[config.mk]
export PLATFORM = sky130hd
export DESIGN_NAME = onehot_strobe_decoder
export DESIGN_NICKNAME = d
export VERILOG_FILES = /design/src/rtl/onehot_strobe_decoder_pkg.sv /design/src/rtl/onehot_strobe_decoder_fifo.sv /design/src/rtl/onehot_strobe_decoder.sv
export SDC_FILE = /design/constraint.sdc
export NUM_CORES = 1
export LEC_CHECK = 0
export ABC_CLOCK_PERIOD_IN_PS = 3600
export CAP_MARGIN = 30
export CORE_UTILIZATION = 56
export CTS_BUF_LIST = sky130_fd_sc_hd__clkbuf_4 sky130_fd_sc_hd__clkbuf_8
export DETAILED_ROUTE_END_ITERATION = 6
export HOLD_SLACK_MARGIN = 0.15
export PLACE_DENSITY = 0.8
export SETUP_SLACK_MARGIN = 0.2
export SLEW_MARGIN = 30
export SYNTH_ARGS = -nofsm -noshare
export SYNTH_HDL_FRONTEND = slang
export SYNTH_SLANG_ARGS = --single-unit
[constraint.sdc]
create_clock -name clk -period 3.6 [get_ports clk]
set_clock_uncertainty 0.15 [all_clocks]
set_input_delay 1.08 -clock clk [delete_from_list [all_inputs] [get_ports clk]]
set_output_delay 1.08 -clock clk [all_outputs]
set_load 0.01 [all_outputs]
[src/rtl/onehot_strobe_decoder_pkg.sv]
// Shared types and width helpers for the one-hot strobe decoder.
package onehot_strobe_decoder_pkg;

  typedef enum logic [0:0] {
    StIdle,
    StStrobe
  } state_e;

  localparam int unsigned DefaultSelW = 3;

  // One-hot output width implied by a code width.
  function automatic int unsigned onehot_width(int unsigned sel_w);
    return 1 << sel_w;
  endfunction

endpackage

[src/rtl/onehot_strobe_decoder_fifo.sv]
// Synchronous code FIFO: push/pop with occupancy count and combinational head.
module strobe_code_fifo #(
  parameter int unsigned SEL_W = 3,
  parameter int unsigned DEPTH = 4
) (
  input  logic                       clk,
  input  logic                       rst_n,
  input  logic                       push,
  input  logic [SEL_W-1:0]           push_code,
  input  logic                       pop,
  output logic [SEL_W-1:0]           head,
  output logic [$clog2(DEPTH+1)-1:0] count
);

  localparam int unsigned PtrW = $clog2(DEPTH);
  localparam int unsigned CntW = $clog2(DEPTH + 1);

  logic [SEL_W-1:0] mem_q [DEPTH];
  logic [PtrW-1:0]  wr_ptr_q, rd_ptr_q;
  logic [CntW-1:0]  count_q, count_d;

  always_comb begin
    count_d = count_q;
    unique case ({push, pop})
      2'b10:   count_d = count_q + CntW'(1);
      2'b01:   count_d = count_q - CntW'(1);
      default: count_d = count_q;
    endcase
  end

  // DEPTH is a power of two, so pointer overflow is the modulo wrap.
  always_ff @(posedge clk or negedge rst_n) begin
    if (!rst_n) begin
      wr_ptr_q <= '0;
      rd_ptr_q <= '0;
      count_q  <= '0;
    end else begin
      if (push) wr_ptr_q <= wr_ptr_q + PtrW'(1);
      if (pop)  rd_ptr_q <= rd_ptr_q + PtrW'(1);
      count_q <= count_d;
    end
  end

  always_ff @(posedge clk) begin
    if (push) mem_q[wr_ptr_q] <= push_code;
  end

  assign head  = mem_q[rd_ptr_q];
  assign count = count_q;

endmodule

[src/rtl/onehot_strobe_decoder.sv]
// Decodes buffered channel codes into one-hot strobes held for HOLD cycles each.
module onehot_strobe_decoder
  import onehot_strobe_decoder_pkg::*;
#(
  parameter int unsigned SEL_W = DefaultSelW,
  parameter int unsigned OUT_W = onehot_width(SEL_W),
  parameter int unsigned DEPTH = 4,
  parameter int unsigned HOLD  = 2
) (
  input  logic             clk,
  input  logic             rst_n,
  input  logic             en,
  input  logic             code_valid,
  input  logic [SEL_W-1:0] code,
  output logic             code_ready,
  output logic [OUT_W-1:0] y,
  output logic             strobe_done,
  output logic             busy
);

  localparam int unsigned CntW  = $clog2(DEPTH + 1);
  localparam int unsigned HoldW = (HOLD > 1) ? $clog2(HOLD) : 1;
  localparam logic [HoldW-1:0] HoldLoad = HoldW'(HOLD - 1);

  if (OUT_W != onehot_width(SEL_W) || DEPTH < 2 || (DEPTH & (DEPTH - 1)) != 0 || HOLD < 1)
  begin : g_bad_params
    $error("onehot_strobe_decoder: illegal parameter combination");
  end

  state_e           state_q, state_d;
  logic [HoldW-1:0] hold_q, hold_d;
  logic [OUT_W-1:0] y_q, y_d;
  logic             done_q, done_d;
  logic             push, pop;
  logic [SEL_W-1:0] head;
  logic [CntW-1:0]  count;

  // A full FIFO refuses pushes even when a pop frees a slot this cycle.
  assign code_ready = en && (count < CntW'(DEPTH));
  assign push       = code_valid && code_ready;

  strobe_code_fifo #(
    .SEL_W (SEL_W),
    .DEPTH (DEPTH)
  ) u_fifo (
    .clk       (clk),
    .rst_n     (rst_n),
    .push      (push),
    .push_code (code),
    .pop       (pop),
    .head      (head),
    .count     (count)
  );

  always_comb begin
    state_d = state_q;
    hold_d  = hold_q;
    y_d     = y_q;
    done_d  = 1'b0;
    pop     = 1'b0;
    if (!en) begin
      // Drop the in-flight strobe; queued codes stay in the FIFO.
      state_d = StIdle;
      hold_d  = '0;
      y_d     = '0;
    end else begin
      unique case (state_q)
        StIdle: begin
          if (count != '0) begin
            pop     = 1'b1;
            y_d     = OUT_W'(1) << head;
            hold_d  = HoldLoad;
            done_d  = (HoldLoad == '0);
            state_d = StStrobe;
          end else begin
            y_d = '0;
          end
        end
        StStrobe: begin
          if (hold_q != '0) begin
            hold_d = hold_q - HoldW'(1);
            done_d = (hold_q == HoldW'(1));
          end else if (count != '0) begin
            // Back-to-back reload so the output never dips to zero between codes.
            pop    = 1'b1;
            y_d    = OUT_W'(1) << head;
            hold_d = HoldLoad;
            done_d = (HoldLoad == '0);
          end else begin
            y_d     = '0;
            state_d = StIdle;
          end
        end
      endcase
    end
  end

  always_ff @(posedge clk or negedge rst_n) begin
    if (!rst_n) begin
      state_q <= StIdle;
      hold_q  <= '0;
      y_q     <= '0;
      done_q  <= 1'b0;
    end else begin
      state_q <= state_d;
      hold_q  <= hold_d;
      y_q     <= y_d;
      done_q  <= done_d;
    end
  end

  assign y           = y_q;
  assign strobe_done = done_q;
  assign busy        = (state_q != StIdle) || (count != '0);

endmodule

==> impl_metrics.csv <==
group,metric,value,unit
final_layout,most-common-layout-cells,"dfrtp_1 (18), clkdlybuf4s50_1 (16), edfxtp_1 (12)",
route,dr_total_vias,775,
worst_setup_path,cp_slowest_stage_delay,0.47,ns
hold_path,hold_depth,2,
floorplanning,num_io_pins,18,
global_route,track_usage,0.205,
route,drtPass1Iterations,3,
clocking,clock_tree.buffer_depth,2,
clocking,numCtsBuffers,5,
placed_design,post-dp-hpwl,1.59,mm
final_layout,final_core_util,0.716,
route,drtIter0Drc,12,
timing,final_hold_viol_count,0,
timing,slew_headroom,0.474,
final_layout,num-nets-final,125,
pwr,ir_drop,0.000478,V
final_layout,fillCellCount,164,
synth,synth-seq-cells,30,
timing,tns,0,ns
final_layout,syn_to_final_growth,20.9,%
hold_path,min_path_type,"reg2reg",
route,wire_per_inst,14.6,microns
timing,holdWs,0.328,ns
global_route,antenna_found_initial,0,
synth,synth_cells,87,
floorplanning,rows,17,
timing,rsz0062_at_grt,"no",
worst_setup_path,endpoint_kind,"output pin",
route,wl,2.06,mm
timing,period_share,0.901,
worst_setup_path,crit_arrival,2.01,ns
pwr,power.leakage,0.677,nW
clocking,cts_sinks,30,
final_layout,stdcell_area,1570,sq um
placed_design,numPortBuffers,17,
synth,avgSynthCellArea,14.9,sq um
route,ant_nets,0,
timing,setup_viol,0,
final_layout,seq_area,811,sq um
clocking,cts-root-buf,"clkbuf_4",
worst_setup_path,path_cells,"clkdlybuf4s50_1 -> nor2b_1 -> dlygate4sd2_1",
route,vias_per_cell,5.50,
global_route,grt_pass1_wl,3.51,mm
final_layout,drive_above_1_share,0.124,
synth,yosysTopAreaCellShare,0.347,
synth,synth_cell_type_count,29,
route,drc,0,
timing,worst_pin_slew,0.787,ns
run,maxCapViolCount,0,
timing,slew_viol_final,0,
worst_setup_path,r2r_slack,1.43,ns
pwr,power,1.08,mW
clocking,cts_tree,"built",
timing,setup_slack,0.356,ns
final_layout,fin_cells,141,
final_layout,final_common_cell,"dfrtp_1",
floorplanning,dieArea,2510,sq um
floorplanning,die_x,50.1,microns
final_layout,multi_input_area,440,sq um
placed_design,pre_cts_ws,0.0687,ns
floorplanning,initial_core_util,0.592,
worst_setup_path,critPathLaunchType,"primary input",
worst_setup_path,critical_path_required,2.37,ns
worst_setup_path,rr_worst_depth,8,
pwr,powerDensity,688,nW/um^2
worst_setup_path,rr_endpoint,"u_fifo.count[2]",
global_route,grt_overflow_total,0,
synth,synthTopCellsByArea,"dfrtp_1 (35%), edfxtp_1 (28%), ha_1 (4.8%)",
clocking,clk_pin_slew_worst_paths,0.08,ns
synth,syn_area,1300,sq um
timing,fin_crit,3.24,ns
synth,yosys_warnings,0,
floorplanning,core_area,2190,sq um
hold_path,holdPathEnd,"y[7]",
clocking,htree_levels,2,
clocking,clock_latency,0.32,ns
worst_setup_path,critPathMaxFanout,2,
worst_setup_path,reg2reg_from,"u_fifo.count[0]",
global_route,grt_pass1_vias,817,
placed_design,post_dp_cell_area,1510,sq um
status,status,"completed",
worst_setup_path,criticalPathCategory,"in2out",
worst_setup_path,slowest_stage,"clkdlybuf4s50_1",
timing,timing.fmax,0.308,GHz
synth,seq_area_frac_synth,0.625,
placed_design,dp.cells,133,
final_layout,insertedDiodeCount,0,
synth,synth_top_cell_by_area,"dfrtp_1",
hold_path,holdCritStartpoint,"y[7]",
floorplanning,die_height,50.1,microns
global_route,grt_max_degree,19,
placed_design,gp_congestion,0.775,
synth,syn-num-nets,100,
[worst max-delay path: cells and delay by family]
kind | cells | cell delay [ns]
buffers and inverters | 2 | 0.75
AND/OR/NAND/NOR | 1 | 0.18
[how the worst max path moves through the flow]
stage          slack [ns]  cells past startpoint  start              end
2_1_floorplan        0.74                      8     en  u_fifo.count[2]
3_3_place_gp         0.07                      3     en       code_ready
3_5_place_dp         0.07                      3     en       code_ready
4_1_cts              0.34                      3     en       code_ready
5_1_grt              0.29                      3     en       code_ready
6_report             0.36                      3     en       code_ready
[sequential cells by signal (all words and copies together) (netlist names)]
name / flops
u_fifo.wr_ptr_q: 2
strobe_done: 1
u_fifo.mem_q: 12
y: 8
hold_q: 1
state_q: 1
u_fifo.rd_ptr_q: 2
u_fifo.count: 3
[repair_timing]
item	in CTS	in global routing
setup buffers	0	0
hold buffers	0	0
setup endpoints to repair	1	0
gates resized for setup	1	0
[cell usage after synthesis]
cell,count
a21boi_0,1
mux2_2,1
o21a_1,1
dfrtp_1,18
or3_1,1
o31ai_1,3
a21o_1,1
fa_1,1
a22o_1,1
nor3b_4,1
mux2i_1,1
xor2_1,3
and2_1,2
nand2b_1,1
edfxtp_1,12
a32o_1,4
buf_6,1
nor2_1,2
ha_1,5
mux4_2,1
nor2b_1,1
nand2_1,3
xnor2_1,3
inv_1,8
mux4_1,2
nor3_1,1
nand3_1,2
clkbuf_1,1
and3_1,5
[cells by family (layout without fill, tap and decap cells)]
kind of cell	count (synthesis)	after routing	share of synthesized area
xor gates and xnor gates	6	6	0.0405
DFF	30	30	0.625
AOI/OAI and AO/OA	11	11	0.0724
adders and majority gates	6	6	0.0637
muxes	5	5	0.0743
and+or+nand+nor	19	19	0.0888
buffers and inverters	10	36	0.0347
[metal layers]
layer / vias to the layer above / global-route usage / part of all wire
met5: - / 0 / 0
met4: 0 / 0.119 / 0.015
met3: 4 / 0.0926 / 0.036
met2: 18 / 0.333 / 0.52
met1: 385 / 0.215 / 0.43
li1: 368 / - / -
[final cells by class]
cell class | count | area share
inverter | 8 | 0.0192
tap | 28 | 0.0223
timing repair buffer | 20 | 0.122
clock buffer | 8 | 0.0383
multi-input combinational | 47 | 0.281
sequential | 30 | 0.517
[where the power goes]
part,switching [mW],total (mW),internal [mW],leakage [nW]
Clock,0.106,0.206,0.100,0.0368
Sequential,0.0680,0.504,0.436,0.338
Combinational,0.180,0.368,0.188,0.302
Total,0.354,1.08,0.725,0.677
Note: power is estimated with default switching activity, not from simulation.
